==> config.mk <==
export PLATFORM = sky130hd
export DESIGN_NAME = fx_addsub_pipe_flat
export DESIGN_NICKNAME = d
export VERILOG_FILES = /design/src/rtl/fx_addsub_pipe_pkg.sv /design/src/rtl/fx_addsub_pipe_if.sv /design/src/rtl/fx_addsub_pipe_round_sat.sv /design/src/rtl/fx_addsub_pipe.sv /design/src/flat_wrapper.sv
export SDC_FILE = /design/constraint.sdc
export NUM_CORES = 1
export LEC_CHECK = 0
export ABC_AREA = 1
export CORE_MARGIN = 8
export CORE_UTILIZATION = 40
export CTS_CLUSTER_SIZE = 25
export DETAILED_ROUTE_END_ITERATION = 8
export GPL_ROUTABILITY_DRIVEN = 0
export GPL_TIMING_DRIVEN = 0
export PLACE_DENSITY_LB_ADDON = 0.25
export RECOVER_POWER = 50
export SLEW_MARGIN = 20
export SYNTH_ARGS = -nofsm -noshare
export SYNTH_HDL_FRONTEND = slang
export SYNTH_SLANG_ARGS = --single-unit
==> constraint.sdc <==
create_clock -name clk -period 6.01 [get_ports clk]
set_input_delay 1.803 -clock clk [delete_from_list [all_inputs] [get_ports clk]]
set_output_delay 1.803 -clock clk [all_outputs]
set_load 0.1 [all_outputs]
==> src/rtl/fx_addsub_pipe_pkg.sv <==
// rtl/fx_addsub_pipe_pkg.sv - shared mode encoding and parameter legality for fx_addsub_pipe
package fx_pkg;

  typedef enum logic {
    MODE_ADD = 1'b0,
    MODE_SUB = 1'b1
  } mode_e;

  localparam int LATENCY_MIN = 1;
  localparam int LATENCY_MAX = 8;

  function automatic bit params_ok(input int in_w, input int in_frac, input int out_w,
                                   input int out_frac, input int latency);
    return (in_w >= 2) && (in_frac >= 0) && (in_frac < in_w) && (out_w >= 2) &&
           (out_frac >= 0) && (latency >= LATENCY_MIN) && (latency <= LATENCY_MAX);
  endfunction

endpackage

==> src/rtl/fx_addsub_pipe_if.sv <==
// rtl/fx_addsub_pipe_if.sv - operand/result handshake bundle for fx_addsub_pipe
interface fx_addsub_pipe_if #(
  parameter int IN_W  = 12,
  parameter int OUT_W = 13
);
  logic             i_valid;
  logic             i_ready;
  logic             i_mode;
  logic [IN_W-1:0]  i_data_1;
  logic [IN_W-1:0]  i_data_2;
  logic             o_valid;
  logic             o_ready;
  logic [OUT_W-1:0] o_data;
  logic             o_ovf;

  modport master (
    output i_valid, i_mode, i_data_1, i_data_2, o_ready,
    input  i_ready, o_valid, o_data, o_ovf
  );

  modport slave (
    input  i_valid, i_mode, i_data_1, i_data_2, o_ready,
    output i_ready, o_valid, o_data, o_ovf
  );
endinterface

==> src/rtl/fx_addsub_pipe_round_sat.sv <==
// rtl/fx_addsub_pipe_round_sat.sv - fx_round_sat: align, round half up, saturate or wrap
module fx_round_sat #(
  parameter int IN_W     = 13,
  parameter int IN_FRAC  = 8,
  parameter int OUT_W    = 13,
  parameter int OUT_FRAC = 8,
  parameter int SAT_EN   = 1
) (
  input  logic [IN_W-1:0]  in_data,
  output logic [OUT_W-1:0] out_data,
  output logic             out_ovf
);
  localparam int LSH = (OUT_FRAC > IN_FRAC) ? OUT_FRAC - IN_FRAC : 0;
  localparam int RSH = (IN_FRAC > OUT_FRAC) ? IN_FRAC - OUT_FRAC : 0;
  // One spare bit keeps the rounding add from wrapping before the shift.
  localparam int AW  = IN_W + LSH + 1;
  localparam int CW  = (AW > OUT_W) ? AW : OUT_W;
  localparam logic signed [CW-1:0] MAX_V = {{(CW-OUT_W+1){1'b0}}, {(OUT_W-1){1'b1}}};
  localparam logic signed [CW-1:0] MIN_V = ~MAX_V;

  logic signed [CW-1:0] ext;
  logic signed [CW-1:0] aligned;

  assign ext = {{(CW-IN_W){in_data[IN_W-1]}}, in_data};

  if (RSH > 0) begin : g_round
    localparam logic signed [CW-1:0] HALF = CW'(1) << (RSH - 1);
    assign aligned = (ext + HALF) >>> RSH;
  end else begin : g_widen
    assign aligned = ext <<< LSH;
  end

  always_comb begin
    out_ovf  = (aligned > MAX_V) || (aligned < MIN_V);
    out_data = aligned[OUT_W-1:0];
    if ((SAT_EN != 0) && out_ovf) begin
      out_data = (aligned > MAX_V) ? MAX_V[OUT_W-1:0] : MIN_V[OUT_W-1:0];
    end
  end
endmodule

==> src/rtl/fx_addsub_pipe.sv <==
// rtl/fx_addsub_pipe.sv - pipelined fixed-point add/sub with rounding, saturation and stats
module fx_addsub_pipe
  import fx_pkg::*;
#(
  parameter int IN_W     = 12,
  parameter int IN_FRAC  = 8,
  parameter int OUT_W    = 13,
  parameter int OUT_FRAC = 8,
  parameter int LATENCY  = 1,
  parameter int SAT_EN   = 1
) (
  input  logic                  clk,
  input  logic                  rst,
  fx_addsub_pipe_if.slave       bus,
  input  logic                  i_clr_sticky,
  output logic                  o_ovf_sticky,
  output logic [15:0]           o_count
);
  localparam int W = IN_W + 1;

  if (!params_ok(IN_W, IN_FRAC, OUT_W, OUT_FRAC, LATENCY)) begin : g_bad_params
    $error("fx_addsub_pipe: illegal parameter set");
  end

  logic             adv;
  logic             xfer;
  logic [W-1:0]     full;
  logic [OUT_W-1:0] rs_data;
  logic             rs_ovf;

  logic [LATENCY-1:0] valid_q, valid_d;
  logic [LATENCY-1:0] ovf_q, ovf_d;
  logic [OUT_W-1:0]   data_q [LATENCY];
  logic [OUT_W-1:0]   data_d [LATENCY];
  logic               sticky_q, sticky_d;
  logic [15:0]        count_q, count_d;

  // The whole pipe moves as one; a stalled output freezes every stage, bubbles included.
  assign adv         = !valid_q[LATENCY-1] || bus.o_ready;
  assign xfer        = valid_q[LATENCY-1] && bus.o_ready;
  assign bus.i_ready = adv || rst;

  always_comb begin
    if (bus.i_mode == MODE_SUB) begin
      full = {bus.i_data_1[IN_W-1], bus.i_data_1} - {bus.i_data_2[IN_W-1], bus.i_data_2};
    end else begin
      full = {bus.i_data_1[IN_W-1], bus.i_data_1} + {bus.i_data_2[IN_W-1], bus.i_data_2};
    end
  end

  fx_round_sat #(
    .IN_W     (W),
    .IN_FRAC  (IN_FRAC),
    .OUT_W    (OUT_W),
    .OUT_FRAC (OUT_FRAC),
    .SAT_EN   (SAT_EN)
  ) u_round_sat (
    .in_data  (full),
    .out_data (rs_data),
    .out_ovf  (rs_ovf)
  );

  always_comb begin
    valid_d = valid_q;
    ovf_d   = ovf_q;
    data_d  = data_q;
    if (adv) begin
      valid_d[0] = bus.i_valid;
      ovf_d[0]   = rs_ovf;
      data_d[0]  = rs_data;
      for (int k = 1; k < LATENCY; k++) begin
        valid_d[k] = valid_q[k-1];
        ovf_d[k]   = ovf_q[k-1];
        data_d[k]  = data_q[k-1];
      end
    end
  end

  // A clear and a new overflow in the same cycle leave the flag set.
  always_comb begin
    sticky_d = i_clr_sticky ? 1'b0 : sticky_q;
    if (xfer && ovf_q[LATENCY-1]) begin
      sticky_d = 1'b1;
    end
    count_d = count_q + 16'(xfer);
  end

  always_ff @(posedge clk) begin
    if (rst) begin
      valid_q  <= '0;
      ovf_q    <= '0;
      sticky_q <= 1'b0;
      count_q  <= '0;
      for (int k = 0; k < LATENCY; k++) begin
        data_q[k] <= '0;
      end
    end else begin
      valid_q  <= valid_d;
      ovf_q    <= ovf_d;
      data_q   <= data_d;
      sticky_q <= sticky_d;
      count_q  <= count_d;
    end
  end

  assign bus.o_valid   = valid_q[LATENCY-1];
  assign bus.o_data    = data_q[LATENCY-1];
  assign bus.o_ovf     = ovf_q[LATENCY-1];
  assign o_ovf_sticky  = sticky_q;
  assign o_count       = count_q;
endmodule

==> src/flat_wrapper.sv <==
// flat-port wrapper written by rule: the top's interface ports become plain ports
module fx_addsub_pipe_flat import fx_pkg::*;
#(
  parameter int IN_W     = 12,
  parameter int IN_FRAC  = 8,
  parameter int OUT_W    = 13,
  parameter int OUT_FRAC = 8,
  parameter int LATENCY  = 1,
  parameter int SAT_EN   = 1
)
  (clk, rst, i_clr_sticky, o_ovf_sticky, o_count, bus_i_valid, bus_i_mode, bus_i_data_1, bus_i_data_2, bus_o_ready, bus_i_ready, bus_o_valid, bus_o_data, bus_o_ovf);
  fx_addsub_pipe_if #(.IN_W(IN_W), .OUT_W(OUT_W)) bus_i ();
  input  logic clk;
  input  logic rst;
  input  logic i_clr_sticky;
  output logic o_ovf_sticky;
  output logic [15:0] o_count;
  input wire logic [$bits(bus_i.i_valid)-1:0] bus_i_valid;
  input wire logic [$bits(bus_i.i_mode)-1:0] bus_i_mode;
  input wire logic [$bits(bus_i.i_data_1)-1:0] bus_i_data_1;
  input wire logic [$bits(bus_i.i_data_2)-1:0] bus_i_data_2;
  input wire logic [$bits(bus_i.o_ready)-1:0] bus_o_ready;
  output wire logic [$bits(bus_i.i_ready)-1:0] bus_i_ready;
  output wire logic [$bits(bus_i.o_valid)-1:0] bus_o_valid;
  output wire logic [$bits(bus_i.o_data)-1:0] bus_o_data;
  output wire logic [$bits(bus_i.o_ovf)-1:0] bus_o_ovf;
  assign bus_i.i_valid = bus_i_valid;
  assign bus_i.i_mode = bus_i_mode;
  assign bus_i.i_data_1 = bus_i_data_1;
  assign bus_i.i_data_2 = bus_i_data_2;
  assign bus_i.o_ready = bus_o_ready;
  assign bus_i_ready = bus_i.i_ready;
  assign bus_o_valid = bus_i.o_valid;
  assign bus_o_data = bus_i.o_data;
  assign bus_o_ovf = bus_i.o_ovf;
  fx_addsub_pipe #(.IN_W(IN_W), .IN_FRAC(IN_FRAC), .OUT_W(OUT_W), .OUT_FRAC(OUT_FRAC), .LATENCY(LATENCY), .SAT_EN(SAT_EN)) u_core (.clk(clk), .rst(rst), .bus(bus_i), .i_clr_sticky(i_clr_sticky), .o_ovf_sticky(o_ovf_sticky), .o_count(o_count));
endmodule
## After elaboration in Yosys (flattened, before gate mapping)

Index checks and enable logic that the tools add are counted.

| word-level totals | value |
|---|---|
| bits in registers | 32 |
| bits in latches | 0 |
| bits in writable memories | 0 |
| ROM bits | 0 |
| memories kept | 0 |

| operators by class | value |
|---|---|
| $add $sub $neg | 3 |
| multipliers | 0 |
| divide/modulo/power cells | 0 |
| order comparisons | 2 |
| eq/ne operators | 0 |
| shift-type cells | 0 |
| muxes and demuxes | 5 |
| bitwise gates (word level) | 0 |
| reduce and logical (&&, ||, !) cells | 7 |

Operators with widths:

| kind | number |
|---|---|
| 13-bit 2-to-1 mux | 3 |
| 16-bit by 1-bit adder with 16-bit output | 1 |
| 12-bit by 12-bit adder with 13-bit output | 1 |
| 13-bit greater-than comparator (second input constant) | 1 |
| 13-bit less-than comparator (second input constant) | 1 |
| 12-bit by 12-bit subtractor with 13-bit output | 1 |
| 1-bit logical OR | 3 |
| 1-bit logical AND | 2 |
| 1-bit 2-to-1 mux | 2 |
| 2-bit nonzero test | 1 |
| 1-bit logical NOT | 1 |

## Logic depth before layout (Yosys ltp)

Gate-level depths: netlist of run 1.

| depth | value |
|---|---|
| depth in word-level cells | 5 |
| depth in mapped cells | 22 |
| depth with buffers taken out | 22 |

## Modules after synthesis

Synthesis of run 1 repeated with hierarchy kept, for this count alone.

| unflattened totals | value |
|---|---|
| cell total of the unflattened synthesis | 372 |
| area total of the unflattened synthesis | 2317.2 µm² |

Modules (own cells, without submodules):

| module | instances | cells an instance | area an instance (µm²) | sequential area each (µm²) |
|---|---|---|---|---|
| fx_addsub_pipe | 1 | 357 | 2257.2 | 640.6 |
| fx_round_sat | 1 | 15 | 60.1 | 0.0 |

## Least setup slack after synthesis of run 1

OpenSTA, ideal clock, no wires.

| timing path | value |
|---|---|
| path type | input port to output port |
| start point | input bus_o_ready |
| end point | output bus_i_ready |
| arrival | 2.875 ns |
| required time | 4.207 ns |
| setup slack | 1.332 ns |
| stages | 4 |
| buffers on the path | 0 |
| cells stage by stage | nor2_1 -> inv_2 -> nor2_1 -> inv_1 |

| between the ends | value |
|---|---|
| word-level cells in the longest chain between the ends | 2 |

Ends and longest elaborated chain:

| what | RTL line | RTL |
|---|---|---|
| start: declaration | flat_wrapper.sv:22 | `input wire logic [$bits(bus_i.o_ready)-1:0] bus_o_ready;` |
| 1-bit logical OR | fx_addsub_pipe.sv:39 | `assign adv = !valid_q[LATENCY-1] \|\| bus.o_ready;` |
| 1-bit logical OR | fx_addsub_pipe.sv:41 | `assign bus.i_ready = adv \|\| rst;` |
| end: declaration | flat_wrapper.sv:23 | `output wire logic [$bits(bus_i.i_ready)-1:0] bus_i_ready;` |

Every way passes these cells.

## Final worst setup path of run 1

Same ends and word-level chain as after synthesis.

==> results.md, run 1 <==
* TritonCTS clock tree: built
* HP Class: register to register
* I/O pin count at 63
* Number of fillers in the final layout at 583
* Leakage at 1.42 nW
* Worst-path maximum fanout at 9
* # setup viols final at 0
* Synthesis Warnings at 0
* Number of global-route vias before repair at 2307
* CTS H-tree depth at 2
* Crit-path slowest cell: dlygate4sd3_1
* Seq cells post-synth at 32
* Final Hold Slack at 449 ps
* DR pass1 iterations at 4
* Worst reg2reg path startpoint: u_core.bus.o_valid$_SDFFE_PP0P_
* Die ar. at 8310 um^2
* Max frequency at 180 MHz
* Antenna violations before repair at 0
* Area delta synth->final at 33.9%
* Crit Reg-Reg Endpoint: u_core.o_count[14]$_SDFF_PP0_
* Post-synth ARST share at 0%
* Total track usage at 13.5%
* DIE WIDTH at 91.2 um
* Worst-path clk slew at 60 ps
* Unrepaired setup endpoints after global routing: no
* Final hold violations at 0
* Gr ovfl total at 0
* Critical Setup Path Class: primary input to output pin
* Rows at 27
* Layout Nets at 469
* Period utilisation layout at 92.7%
* WP buf/inv at 4
* Worst path arrival time at 3770 ps
* Clock sink count at 32
* Peak supply drop at 0.000104 V
* Most frequent cells in the layout: nand2_1 (92), inv_1 (54), nor2_1 (53)
* Max transition margin at 32.6%
* Critical Path Start: bus_o_ready
* Sequential share of the synthesized area at 28.3%
* DP HPWL at 4650 um
* Max-Cap Viols at 0
* ANT nets after route at 0
* First-pass GRT wire length at 9620 um
* Share of layout cells above drive strength 1 at 3.54%
* Delay-heaviest family, CP: buffers and inverters
* Hold buffers post-CTS at 0
* Synth cell types at 32
* Iter 0 DRT Violations at 65
* Synthesized cell area at 2260 um^2
* Largest net degree at the start of global routing at 11
* # port buffers at 61
* Drt drc at 0
* Routed WL at 5520 um
* Post-CTS setup buffers at 0
* Worst Setup End Kind: output pin
* CTS max path bufs at 2
* Largest stage delay, worst path at 550 ps
* Max Slew Vio Count at 0
* Avg WL per Cell at 11.1 um
* Critical path, cell by cell: dlygate4sd3_1, nor2_1, inv_1, nor2_1, inv_1, dlymetal6s2s_1
* Mapped Cells at 355
* Vias per std cell at 4.69
* Final Skew at 6.05 ps
* Syn Nets at 401
* Initial Utilization at 41.3%
* Number of synthesized flops with an enable pin at 0
* Clock Latency Late Sink at 290 ps
* Setup crit start kind: primary input
* Via count at 2324
* FF-to-FF path depth at 12
* Main synth FF type: dfxtp_1
* Worst Hold Launch: u_core.bus.o_data[3]$_SDFFE_PP0P_
* Status: finished, final reports clean
* N_diodes at 0
* Slew of the pin with the lowest slew margin at 1010 ps
* Pwr/cell area at 242 nW/um^2
* Worst endpoint required time at 4210 ps
* Area of the core at 5470 um^2
* Die Ht at 91.2 um
* Fin Setup TNS at 0 ps
* Commonest non-fill, non-tap cell in the layout: nand2_1
* Mean Syn Cell Area at 6.37 um^2
* Minimum clock period at 5570 ps
* Hold Crit Depth at 2
* Root Driver: clkbuf_8
* R2r setup slk at 4000 ps
* Num CTS Buffers at 5
* Worst Hold End: u_core.bus.o_data[3]$_SDFFE_PP0P_
cells by family (layout without fill, tap and decap cells):
kind of cell	after synthesis	after routing	synth area share, %
AOI/OAI and AO/OA	53	53	12.5
and+or+nand+nor	184	184	35.9
buffers and inverters	59	128	9.80
adders and majority gates	16	16	9.19
DFF	32	32	28.3
xor gates and xnor gates	11	11	4.26
worst max path at each step:
stage	endpoint	slack [ps]	cells past startpoint
floorplan	bus_i_ready	1330	4
global placement	bus_i_ready	80	6
detailed placement	bus_i_ready	70	6
CTS	bus_i_ready	70	6
global route	bus_i_ready	300	6
finish	bus_i_ready	440	6
what timing repair did:
| action | CTS | global route |
|---|---|---|
| gates resized for setup | 0 | 1 |
| endpoints found under the setup margin | 0 | 1 |
| endpoints found under the hold margin | 0 | 0 |
power by group:
group	total, W	internal, W	leakage [nW]	switching [W]
clock	0.000201	0.000123	0.0552	0.0000779
sequential	0.000236	0.000228	0.262	0.00000806
combinational	0.000295	0.0000865	1.10	0.000209
total	0.000732	0.000437	1.42	0.000295
routing by layer:
| layer | up-vias | GRT usage, % | wire, um |
|---|---|---|---|
| li1 | 1259 | - | - |
| met1 | 1015 | 14.1 | 2390 |
| met2 | 45 | 25.2 | 2810 |
| met3 | 5 | 3.70 | 252 |
| met4 | 0 | 5.18 | 73 |
| met5 | - | 0 | 0 |
worst min-delay path, cell delays in order, from the launching register on:
cell	delay [ps]
dfxtp_1	310
nand2_1	60
nand2_1	40
synth_stat cells (2+ instances only):
library cell	n	area share, %
a21o_1	4	1.3
a21oi_1	22	4.9
a31oi_1	2	0.55
clkbuf_1	3	0.50
dfxtp_1	32	28
ha_1	15	8.3
inv_1	53	8.8
inv_2	2	0.33
nand2_1	92	15
nand2_2	2	0.55
nand3_1	21	4.7
nand3_2	2	0.89
nand4_1	3	0.83
nor2_1	48	8.0
nor2_4	4	2.0
nor3_1	2	0.44
o21ai_0	22	4.9
or2_2	3	0.83
xnor2_1	3	1.2
xor2_1	8	3.1
sequential cells by signal, summed over array words and instances, names as in the netlist:
register and flops:
u_core.bus.o_data 13, u_core.bus.o_ovf 1, u_core.bus.o_valid 1, u_core.o_count 16
u_core.o_ovf_sticky 1
layout make-up:
| class | instances | area, um^2 | share of cell area (%) |
|---|---|---|---|
| Inverter | 56 | 210 | 6.95 |
| Multi-Input combinational cell | 264 | 1350 | 44.7 |
| Timing Repair Buffer | 61 | 613 | 20.3 |
| Tap cell | 72 | 90.1 | 2.98 |
| Clock buffer | 6 | 72.6 | 2.40 |
| Clock inverter | 2 | 35.0 | 1.16 |
| Sequential cell | 32 | 641 | 21.2 |
| Buffer | 3 | 11.3 | 0.372 |
through the flow:
| stage | setup slack, ps | utilization, % | instance area [um^2] | cells | power, W |
|---|---|---|---|---|---|
| detailed placement | 74.5 | 54.1 | 2960 | 488 | 0.000541 |
| CTS | 66.5 | 56.1 | 3070 | 496 | 0.000744 |
| finish | 441 | 55.3 | 3030 | 496 | 0.000732 |
| floorplan | 1330 | - | 2260 | 355 | 0.000463 |
| global placement | 75.3 | 54.1 | 2960 | 488 | 0.000538 |
| global route | 298 | 55.3 | 3030 | 496 | 0.000777 |
No activity file was read; power rests on OpenSTA's default activity.
==> run 2, diff against run 1 <==
Settings changed: SKIP_CTS_REPAIR_TIMING from default to 1.
==> results of run 2 <==
No change in the layout: final DEF, timing and power equal those of run 1.
==> run 3, diff against run 2 <==
Settings changed: CORE_MARGIN 8 to default, RECOVER_POWER 50 to 100, TNS_END_PERCENT from default to 100.
==> run 3 against run 2 <==
Cell count did not move. Routed wire length down 11%. Critical path depth stayed put. Non-clock buffer count stayed put. Register-to-register slack worse by 120 ps. Clock skew decreased by 3.3 ps. Fmax decreased by 0.60%. Power down 5.4%. Via count barely moved. Sequential power hardly changed. Critical path type unchanged. Largest power group unchanged.
==> results.md, run 3 (synthesis gave the netlist of run 1 again) <==
* Unrepaired setup endpoints after global routing: no
* # setup viols final at 0
* Commonest non-fill, non-tap cell in the layout: nand2_1
* DR pass1 iterations at 4
* Iter 0 DRT Violations at 81
* Area delta synth->final at 32.7%
* Die ar. at 5950 um^2
* TritonCTS clock tree: built
* DP HPWL at 4090 um
* Final worst slack at 407 ps
* Critical Setup Path Class: primary input to output pin
* Number of global-route vias before repair at 2151
* WP buf/inv at 4
* Share of layout cells above drive strength 1 at 3.30%
* Layout Nets at 469
* First-pass GRT wire length at 8710 um
* I/O pin count at 63
* Vias per std cell at 4.68
* Clock sink count at 32
* Via count at 2323
* Status: finished, final reports clean
* # placed instances at 488
* Worst endpoint required time at 4210 ps
* Largest stage delay, worst path at 550 ps
* CTS max path bufs at 2
* Initial Utilization at 41.3%
* Root Driver: clkbuf_8
* Routed WL at 4910 um
* Clock Latency Late Sink at 280 ps
* Crit-path slowest cell: dlygate4sd3_1
* Placement Cell Area at 2960 um^2
* # port buffers at 61
* Final instance area at 3000 um^2
* Max reg flops at 16
* Hold Crit Depth at 2
* Worst reg2reg path startpoint: u_core.bus.o_valid$_SDFFE_PP0P_
* Total track usage at 17.8%
* Final Skew at 2.72 ps
* Crit Reg-Reg Endpoint: u_core.o_count[14]$_SDFF_PP0_
* Max transition margin at 22.2%
* Worst-path maximum fanout at 9
* Final core occ at 54.8%
* Avg WL per Cell at 9.90 um
* Minimum clock period at 5600 ps
* Worst Hold Launch: u_core.bus.o_data[7]$_SDFFE_PP0P_
* Drt drc at 0
* ANT nets after route at 0
* DIE WIDTH at 77.2 um
* Antenna violations before repair at 0
* Rows at 27
* CTS H-tree depth at 2
* Fin Setup TNS at 0 ps
* Num CTS Buffers at 5
* Max frequency at 178 MHz
* HP Class: register to register
* Die Ht at 77.2 um
* Peak supply drop at 0.0000917 V
* Largest net degree at the start of global routing at 11
* Max Slew Vio Count at 0
* Worst Hold End: u_core.bus.o_data[7]$_SDFFE_PP0P_
* Setup crit start kind: primary input
* Area of the core at 5470 um^2
* Dpl ws at 91.2 ps
* Max-Cap Viols at 0
* Delay-heaviest family, CP: buffers and inverters
* FF-to-FF path depth at 12
* Gr ovfl total at 0
* Pwr/cell area at 231 nW/um^2
* Leakage at 1.47 nW
* Worst Setup End Kind: output pin
* Non-Filler Instances at 496
* R2r setup slk at 3880 ps
* Most frequent cells in the layout: nand2_1 (93), inv_1 (54), nor2_1 (52)
* Critical path, cell by cell: dlygate4sd3_1, nor2_1, inv_1, nor2_1, inv_1, clkbuf_1
* Worst-path clk slew at 60 ps
* Slew of the pin with the lowest slew margin at 1170 ps
* N_diodes at 0
* Period utilisation layout at 93.2%
* Final hold violations at 0
* Worst path arrival time at 3800 ps
==> run 3: area by class of cell <==
cell class	count	area, um^2
plain buffers	3	11.3
clock buffers	6	82.6
clock inverters	2	10.0
fillers	584	2470
inverters	56	210
multi-input cells	264	1350
flip-flops and latches	32	641
well taps	72	90.1
repair buffers	61	604
==> run 3: per-stage QoR <==
stage / power [W] / hold slack [ps]
finish: 0.000692 / 446
global route: 0.000739 / 481
CTS: 0.000708 / 452
detailed placement: 0.000539 / 438
global placement: 0.000537 / 436
floorplan: 0.000463 / 888
==> run 3: worst max-delay path by stage <==
stage | start | to | slack (ps) | cells after the start
CTS | bus_o_ready | bus_i_ready | 80 | 6
detailed placement | bus_o_ready | bus_i_ready | 90 | 6
finish | bus_o_ready | bus_i_ready | 410 | 6
global route | bus_o_ready | bus_i_ready | 230 | 6
global placement | bus_o_ready | bus_i_ready | 70 | 6
floorplan | bus_o_ready | bus_i_ready | 1330 | 4
==> run 3: worst register-to-register path, stage by stage (launching register included) <==
cell      delay [ps]
dfxtp_1          350
nand2_1           60
inv_1             70
ha_1             170
ha_1             170
nand2_1           80
nor2_1           230
clkinv_1         110
nor2_1           220
nand4_1          230
nor3_1           200
nor2_1            60
nor3_1           110
==> run 3: layer usage <==
layer / up-vias / GRT usage [%] / share of wire (%)
met2: 52 / 33.1 / 51
met5: - / 0 / 0
met4: 0 / 6.23 / 1.4
li1: 1257 / - / -
met3: 7 / 2.86 / 3.2
met1: 1007 / 20.3 / 45
==> run 3: where the power goes <==
| group | switching, W | total (W) | internal [W] |
|---|---|---|---|
| Sequential | 0.00000675 | 0.000235 | 0.000228 |
| Combinational | 0.000208 | 0.000292 | 0.0000841 |
| Clock | 0.0000742 | 0.000165 | 0.0000911 |
